## src/rtl/roots_readout_serializer_pkg.sv

```systemverilog
// Shared sizing helpers, header field positions and FSM state type for the
// roots readout serializer.
package roots_readout_serializer_pkg;

    function automatic int rounds_f(input int dx, input int dz);
        return (dx > dz) ? dx : dz;
    endfunction

    function automatic int pu_count_f(input int dx, input int dz);
        return dx * dz * rounds_f(dx, dz);
    endfunction

    function automatic int addr_width_f(input int dx, input int dz);
        return 3 * $clog2(rounds_f(dx, dz));
    endfunction

    // Sizes for the default d=3 configuration; the top recomputes its own from its parameters.
    localparam int MEASUREMENT_ROUNDS = rounds_f(3, 3);
    localparam int PU_COUNT           = pu_count_f(3, 3);
    localparam int ADDRESS_WIDTH      = addr_width_f(3, 3);
    localparam int PKT_WORDS          = PU_COUNT + 2;

    localparam int HDR_DEADLOCK_BIT   = 31;
    localparam int HDR_FINAL_CARD_BIT = 30;
    localparam int HDR_ITER_LSB       = 16;
    localparam int HDR_PU_LSB         = 0;

    typedef enum logic [1:0] {
        ST_IDLE,
        ST_HEADER,
        ST_CYCLES,
        ST_ROOTS
    } state_t;

endpackage

```

## src/rtl/roots_readout_serializer.sv

```systemverilog
// Snapshots one round of decoder results and streams it as a framed packet
// (header, cycle count, one root per PU) over a valid/ready word interface.
module roots_readout_serializer
    import roots_readout_serializer_pkg::*;
#(
    parameter int CODE_DISTANCE_X         = 3,
    parameter int CODE_DISTANCE_Z         = 3,
    parameter int ITERATION_COUNTER_WIDTH = 8,
    parameter int OUT_WIDTH               = 32
) (
    input  logic                                   clk,
    input  logic                                   reset,
    input  logic                                   result_valid,
    input  logic [addr_width_f(CODE_DISTANCE_X, CODE_DISTANCE_Z)
                  * pu_count_f(CODE_DISTANCE_X, CODE_DISTANCE_Z)-1:0] roots,
    input  logic [ITERATION_COUNTER_WIDTH-1:0]     iteration_counter,
    input  logic [31:0]                            cycle_counter,
    input  logic                                   deadlock,
    input  logic                                   final_cardinality,
    output logic [OUT_WIDTH-1:0]                   out_data,
    output logic                                   out_valid,
    input  logic                                   out_ready,
    output logic                                   out_last,
    output logic                                   busy,
    output logic [7:0]                             overrun_count
);

    localparam int ADDR_W  = addr_width_f(CODE_DISTANCE_X, CODE_DISTANCE_Z);
    localparam int PU_CNT  = pu_count_f(CODE_DISTANCE_X, CODE_DISTANCE_Z);
    localparam int PKT_LEN = PU_CNT + 2;
    localparam int IDX_W   = $clog2(PKT_LEN + 1);

    state_t                     state_reg;
    logic [IDX_W-1:0]           idx_reg;
    logic [ADDR_W*PU_CNT-1:0]   cap_roots_reg;
    logic [31:0]                cap_cycles_reg;

    logic [OUT_WIDTH-1:0]       header_word;
    logic [OUT_WIDTH-1:0]       next_word;
    logic [IDX_W-1:0]           idx_next;
    logic [IDX_W-1:0]           root_idx;
    logic [ADDR_W-1:0]          root_sel;
    logic                       transfer;
    logic                       do_capture;

    // Header is built straight from the inputs so it is ready on the capture edge.
    always_comb begin
        header_word = '0;
        header_word[HDR_DEADLOCK_BIT]      = deadlock;
        header_word[HDR_FINAL_CARD_BIT]    = final_cardinality;
        header_word[HDR_ITER_LSB +: 8]     = 8'(iteration_counter);
        header_word[HDR_PU_LSB +: 16]      = 16'(PU_CNT);
    end

    assign idx_next   = idx_reg + IDX_W'(1);
    assign transfer   = out_valid && out_ready;
    assign do_capture = result_valid &&
                        ((state_reg == ST_IDLE) || (transfer && out_last));

    // Word idx_next >= 2 carries PU (idx_next-2) = (idx_reg-1); clamp keeps the select in range.
    always_comb begin
        root_idx = '0;
        if (idx_reg >= IDX_W'(1) && idx_reg <= IDX_W'(PU_CNT))
            root_idx = idx_reg - IDX_W'(1);
    end

    assign root_sel  = cap_roots_reg[int'(root_idx)*ADDR_W +: ADDR_W];
    assign next_word = (idx_next == IDX_W'(1)) ? OUT_WIDTH'(cap_cycles_reg)
                                               : OUT_WIDTH'(root_sel);

    always_ff @(posedge clk) begin
        if (!reset) begin
            state_reg      <= ST_IDLE;
            idx_reg        <= '0;
            cap_roots_reg  <= '0;
            cap_cycles_reg <= '0;
            out_data       <= '0;
            out_valid      <= 1'b0;
            out_last       <= 1'b0;
            busy           <= 1'b0;
            overrun_count  <= '0;
        end else if (do_capture) begin
            cap_roots_reg  <= roots;
            cap_cycles_reg <= cycle_counter;
            out_data       <= header_word;
            out_valid      <= 1'b1;
            out_last       <= 1'b0;
            busy           <= 1'b1;
            idx_reg        <= '0;
            state_reg      <= ST_HEADER;
        end else if (state_reg != ST_IDLE) begin
            // Results arriving mid-packet are dropped and only counted.
            if (result_valid && overrun_count != 8'hFF)
                overrun_count <= overrun_count + 8'd1;
            if (transfer) begin
                if (out_last) begin
                    out_valid <= 1'b0;
                    out_last  <= 1'b0;
                    busy      <= 1'b0;
                    idx_reg   <= '0;
                    state_reg <= ST_IDLE;
                end else begin
                    idx_reg   <= idx_next;
                    out_data  <= next_word;
                    out_last  <= (idx_next == IDX_W'(PKT_LEN - 1));
                    state_reg <= (idx_next == IDX_W'(1)) ? ST_CYCLES : ST_ROOTS;
                end
            end
        end
    end

endmodule

```

## config.mk

```make
export PLATFORM = sky130hd
export DESIGN_NAME = roots_readout_serializer
export DESIGN_NICKNAME = d
export VERILOG_FILES = /design/src/rtl/roots_readout_serializer_pkg.sv /design/src/rtl/roots_readout_serializer.sv
export SDC_FILE = /design/constraint.sdc
export NUM_CORES = 1
export LEC_CHECK = 0
export CAP_MARGIN = 25
export CORE_MARGIN = 5
export CORE_UTILIZATION = 26
export CTS_BUF_LIST = sky130_fd_sc_hd__clkbuf_4
export CTS_CLUSTER_SIZE = 30
export DETAILED_ROUTE_END_ITERATION = 8
export DONT_BUFFER_PORTS = 1
export GPL_ROUTABILITY_DRIVEN = 1
export HOLD_SLACK_MARGIN = 0.12
export PLACE_DENSITY = 0.36
export SLEW_MARGIN = 20
export SYNTH_ARGS = -nofsm -noshare
export SYNTH_HDL_FRONTEND = slang
export SYNTH_SLANG_ARGS = --single-unit
```

## constraint.sdc

```tcl
create_clock -name clk -period 7.43 [get_ports clk]
set_input_delay 0.743 -clock clk [delete_from_list [all_inputs] [get_ports clk]]
set_output_delay 0.743 -clock clk [all_outputs]
set_load 0.03 [all_outputs]
```

* Word level (Yosys, flattened, before mapping)
Cells that the tools add are included.
** Storage, ports and cells
- Input bits :: 208
- Flip-flop bits (word level) :: 243
- Logic and storage cells :: 59
- Output and inout port bits :: 43
** Operators by class
- Order comparisons :: 2
- Shifts and indexed selects :: 1
- Add/subtract/negate cells :: 3
- Multiply operators :: 1
- Eq/ne operators :: 4
- Bitwise gates (word level) :: 3
- Muxes and demuxes :: 17
- Reduce and logical (&&, ||, !) cells :: 18
** Operator list (count)
- indexed part select 162 x 9 -> 6 bit :: 1
- two-way mux 32 bit :: 5
- AND reduction 3 bit :: 4
- two-way mux 5 bit :: 2
- two-way mux 1 bit :: 9
- adder 8 x 1 -> 8 bit (second input constant) :: 1
- != test 8 bit (second input constant) :: 1
- nonzero test 2 bit :: 4
- multiplier 5 x 2 -> 7 bit (second input constant) :: 1
- adder 5 x 1 -> 5 bit (second input constant) :: 1
- equality test 5 x 1 -> 1 bit (second input constant) :: 1
- equality test 5 bit (second input constant) :: 1
- greater-or-equal comparator 5 x 1 -> 1 bit (second input constant) :: 1
- less-or-equal comparator 5 bit (second input constant) :: 1
- logical AND 1 bit :: 5
- subtractor 5 x 1 -> 5 bit (second input constant) :: 1
- AND reduction 2 bit :: 2
- inverter 1 bit :: 3
- zero test 2 bit :: 1
- two-way mux 2 bit :: 1
- != test 2 x 1 -> 1 bit (second input constant) :: 1
- OR reduction 2 bit :: 1
- logical OR 1 bit :: 1

* Longest topological paths before layout
- Depth in word-level cells :: 10
- Gate-level depth with buffers :: 12
- Depth with buffers taken out :: 9

* Worst setup path before layout
Ideal clock, no wire load.
- Path kind :: register to register
- Start :: register idx_reg[0]
- End :: register out_data[0]
- Stages on the path, launching flop included :: 13
- Arrival :: 2815 ps
- Path buffers :: 3
- Setup time :: 73 ps
- Setup slack :: 4542 ps
- Cell sequence :: dfxtp_1 > buf_2 > clkinv_1 > clkbuf_1 > ha_1 > xor2_1 > a32oi_2 > buf_4 > o22ai_1 > a311oi_1 > nor3_1 > o31a_1 > nor3_2
** On the way
- Cells in the longest elaborated chain, start to end :: 10
- Elaborated cells between the ends (all ways) :: 14
** Ends and longest elaborated chain
- start, declared :: line roots_readout_serializer.sv:34 : logic [IDX_W-1:0] idx_reg;
- start signal, assigned :: line roots_readout_serializer.sv:103 : idx_reg <= idx_next;
- greater-or-equal comparator 5 x 1 -> 1 bit or less-or-equal comparator 5 bit (tied branches) :: line roots_readout_serializer.sv:63 : if (idx_reg >= IDX_W'(1) && idx_reg <= IDX_W'(PU_CNT))
- logical AND 1 bit :: line roots_readout_serializer.sv:63
- two-way mux 5 bit :: line roots_readout_serializer.sv:63
- multiplier 5 x 2 -> 7 bit :: line roots_readout_serializer.sv:67 : assign root_sel = cap_roots_reg[int'(root_idx)*ADDR_W +: ADDR_W];
- indexed part select 162 x 9 -> 6 bit :: line roots_readout_serializer.sv:67
- two-way mux 32 bit * :: line roots_readout_serializer.sv:68 : assign next_word = (idx_next == IDX_W'(1)) ? OUT_WIDTH'(cap_cycles_reg)
- two-way mux 32 bit * :: line roots_readout_serializer.sv:96 : if (out_last) begin
- two-way mux 32 bit * :: line roots_readout_serializer.sv:95 : if (transfer) begin
- two-way mux 32 bit * :: line roots_readout_serializer.sv:91 : end else if (state_reg != ST_IDLE) begin
- two-way mux 32 bit * :: line roots_readout_serializer.sv:82 : end else if (do_capture) begin
- end signal, assigned :: line roots_readout_serializer.sv:85 : out_data <= header_word;
- end signal, assigned :: line roots_readout_serializer.sv:104 : out_data <= next_word;
- end, declared :: line roots_readout_serializer.sv:20 : output logic [OUT_WIDTH-1:0] out_data,
Every way passes the cells marked *; elsewhere a longest branch is shown, timed or not. The select of a mux whose other input is x is not followed.
A chain may end at the register's enable or synchronous reset.

* Worst setup path in the final report
- Start :: register idx_reg[0]
- End :: register out_data[5]
** On the way
- Cells in the longest elaborated chain, start to end :: 6
- Elaborated cells between the ends (all ways) :: 10
** Ends and longest elaborated chain (line)
- greater-or-equal comparator 5 x 1 -> 1 bit or less-or-equal comparator 5 bit (tied branches) :: roots_readout_serializer.sv:63
- logical AND 1 bit :: roots_readout_serializer.sv:63
- two-way mux 5 bit :: roots_readout_serializer.sv:63
- multiplier 5 x 2 -> 7 bit :: roots_readout_serializer.sv:67
- indexed part select 162 x 9 -> 6 bit :: roots_readout_serializer.sv:67
- two-way mux 32 bit * :: roots_readout_serializer.sv:68
Every way passes the cells marked *; elsewhere a longest branch is shown, timed or not.

==> flow_metrics.env <==
export IMPL_track_usage=0.187
export IMPL_p_leak_nw=4.92
export IMPL_max_vdd_ir_drop_v=0.0000949
export IMPL_ant_nets=0
export IMPL_core_area_sq_mm=0.0398
export IMPL_cp_end_kind="flop"
export IMPL_powerDensity_mw_per_mm2=238
export IMPL_finalWirelength_microns=43100
export IMPL_arrival_ns=4.89
export IMPL_via_count=10200
export IMPL_rrSetupSlack_ns=3.12
export IMPL_hold_viol=0
export IMPL_drt_iter0_markers=540
export IMPL_cts_max_level=3
export IMPL_critical_path_max_stage_delay_ns=0.79
export IMPL_gp_congestion=0.834
export IMPL_fin_setup_tns_ns=0
export IMPL_synth_adder_area_share=0.00478
export IMPL_ys_top_cells_by_area="dfxtp_1 (46%), nand2_1 (17%), a21oi_1 (13%)"
export IMPL_worstPathRequired_ns=8.01
export IMPL_ys_flop_type="dfxtp_1"
export IMPL_yosysTopAreaCell="dfxtp_1"
export IMPL_worst_clock_skew_ns=0.0263
export IMPL_power_internal_mw=2.20
export IMPL_n_fill_cell=4413
export IMPL_ys_ff_latch=243
export IMPL_comb_power_share=0.129
export IMPL_min_path_type="in2reg"
export IMPL_grt_first_pass_wirelength_microns=64500
export IMPL_largest_reg_flops=162
export IMPL_drive_above_1_share=0.0967
export IMPL_ys_seq_area_frac=0.465
export IMPL_synth_cell_types=70
export IMPL_netlist_top_cells_count="nand2_1 (466), a21oi_1 (267), dfxtp_1 (243)"
export IMPL_synth_area_per_cell_sq_um=7.61
export IMPL_die_area_sq_mm=0.0444
export IMPL_relSlewSlack=0.309
export IMPL_drc_errors=0
export IMPL_final_nets=1718
export IMPL_cts_sinks=243
export IMPL_die_h_microns=211
export IMPL_clkSlewWorstSetupHoldPaths_ns=0.06
export IMPL_antenna_found_initial=4
export IMPL_synth_top_family_by_area="simple AND/OR/NAND/NOR gates"
export IMPL_grt_max_degree=121
export IMPL_fin_crit_ns=4.31
export IMPL_p_total_mw=3.16
export IMPL_insertion_delay_ns=0.74
export IMPL_synth_simple_area_share=0.237
export IMPL_drv_slew=0
export IMPL_p_sw_mw=0.955
export IMPL_cp_cell_sequence="clkinv_1 -> ha_1 -> xnor2_1 -> a21oi_1 -> nand2_1 -> o221ai_1 -> a211oi_1 -> nor4b_1 -> o32ai_1"
export IMPL_start_util=0.263
export IMPL_synthArstFlopShare=0
export IMPL_grt_pass1_vias=10500
export IMPL_synth_compound_area_frac=0.217
export IMPL_yosys_area_top_type_share=0.465
export IMPL_period_share=0.580
export IMPL_setup_viol=0
export IMPL_whs_ns=0.190
export IMPL_hpwl_microns=29100
export IMPL_path_class="reg2reg"
export IMPL_netSwitchingFraction=0.302
export IMPL_synthCells=1375
export IMPL_final_util=0.333
export IMPL_synth_xor_area_frac=0.00753
export IMPL_avgRoutedWirePerCell_microns=20.6
export IMPL_cts_path_max_buffers=3
export IMPL_final_cells=2090
export IMPL_synth_edf_count=0
export IMPL_worst_path_max_fanout=29
export IMPL_syn_cell_area_sq_mm=0.0105
export IMPL_status="finished, final reports clean"
export IMPL_cts_buffers=75
export IMPL_rows=73
export IMPL_start_kind="flop"
export IMPL_yosysMostFrequentCell="nand2_1"
export IMPL_clock_power_share=0.404
export IMPL_port_buffers=0
export IMPL_drtPass1Iterations=5
export IMPL_clockRootBuffer="clkbuf_4"
export IMPL_rsz0062_at_grt="false"
export IMPL_ys_warn_count=0
export IMPL_worstMarginPinSlew_ns=1.04
export IMPL_crit_slowest_cell="nand2_1"
export IMPL_drv_cap=0
export IMPL_synthesis_nets=1587
export IMPL_cts_tree="built"
export IMPL_fp_dieW_microns=211
export IMPL_p_seq_frac=0.467
export IMPL_fmax_mhz=232
export IMPL_io_pins=251
export IMPL_area_delta_synth_final_pct=26.7
export IMPL_synth_mux_area_frac=0.0165
export IMPL_dpl_cell_count=1802
export IMPL_grt_remaining_overflow=0
export IMPL_vias_per_cell=4.90
## critical path, delay by kind of cell (launching register included)
| family | cells | cell delay [ns] |
|---|---|---|
| compound gates | 4 | 1.61 |
| flops | 1 | 0.70 |
| fa+ha+maj | 1 | 0.31 |
| xor+xnor | 1 | 0.44 |
| buf+inv | 1 | 0.20 |
| simple gates | 2 | 0.91 |
## metal layers
metal / global-route usage / wire [microns] / vias to the layer above
met3: 0.0542 / 2680 / 46
li1: - / - / 5034
met2: 0.294 / 19700 / 294
met1: 0.254 / 20000 / 4866
met5: 0 / 7 / -
met4: 0.0472 / 628 / 2
## kinds of logic after synthesis
group	count (synthesis)
and+or+nand+nor	597
DFF	243
buffers and inverters	120
AOI/OAI and AO/OA	385
muxes	17
xor gates and xnor gates	9
adders and majority gates	4
## layout make-up
class                      count  area, sq um  share of cell area
antenna                        4         10.0            0.000755
clock buffer                 106          796              0.0600
clock inverter                26          101             0.00764
inverter                       7         31.3             0.00236
multi-input combinational   1012         5100               0.385
sequential                   243         4870               0.367
tap                          525          657              0.0495
timing repair buffer         167         1700               0.128
## stage by stage
step	setup slack (ns)	instance area, sq um
final	3.12	13300
after CTS	2.44	13200
after global routing	2.90	13300
after detailed placement	2.46	10800
after global placement	2.45	10800
after floorplan	4.54	10500
## cell usage in the layout (no fill, tap or decap), drive strengths merged, types with 4 or more instances in the layout
cell type and count:
nand2 466, a21oi 267, dfxtp 243, dlygate4sd3 149
clkbuf 106, nor3 31, nor2 29, nand3 28
clkinv 23, o21ai 20, buf 17, mux2i 15
o22ai 14, o221ai 12, a221oi 12, and3 9
a211oi 9, inv 9, a31oi 7, nor4 7
nand4 6, a22oi 6, nor2b 6, xnor2 5
or3 5, diode 4, xor2 4, ha 4
## power groups by stage
| stage | registers [mW] | logic, mW | clock network (mW) |
|---|---|---|---|
| after detailed placement | 1.50 | 0.342 | 0 |
| after CTS | 1.48 | 0.410 | 1.34 |
| after floorplan | 1.48 | 0.242 | 0 |
| after global routing | 1.48 | 0.454 | 1.41 |
| final | 1.47 | 0.406 | 1.28 |
| after global placement | 1.50 | 0.335 | 0 |
## final timing paths
kind	end	cells after the start	startpoint
min reg2reg	cap_cycles_reg[5]$_SDFFE_PN0P_	2	cap_cycles_reg[5]$_SDFFE_PN0P_
max reg2reg	out_data[5]$_SDFFE_PP0P_	9	idx_reg[0]$_SDFFE_PP0P_
min	cap_roots_reg[47]$_SDFFE_PN0P_	2	roots[47]
max	out_data[5]$_SDFFE_PP0P_	9	idx_reg[0]$_SDFFE_PP0P_
## what timing repair did
item | CTS | global route
setup buffers | 0 | 0
hold endpoints to repair | 156 | 1
setup endpoints to repair | 0 | 0
resized for setup | 0 | 0
hold buffers | 148 | 1
(Power assumes the default switching activity.)
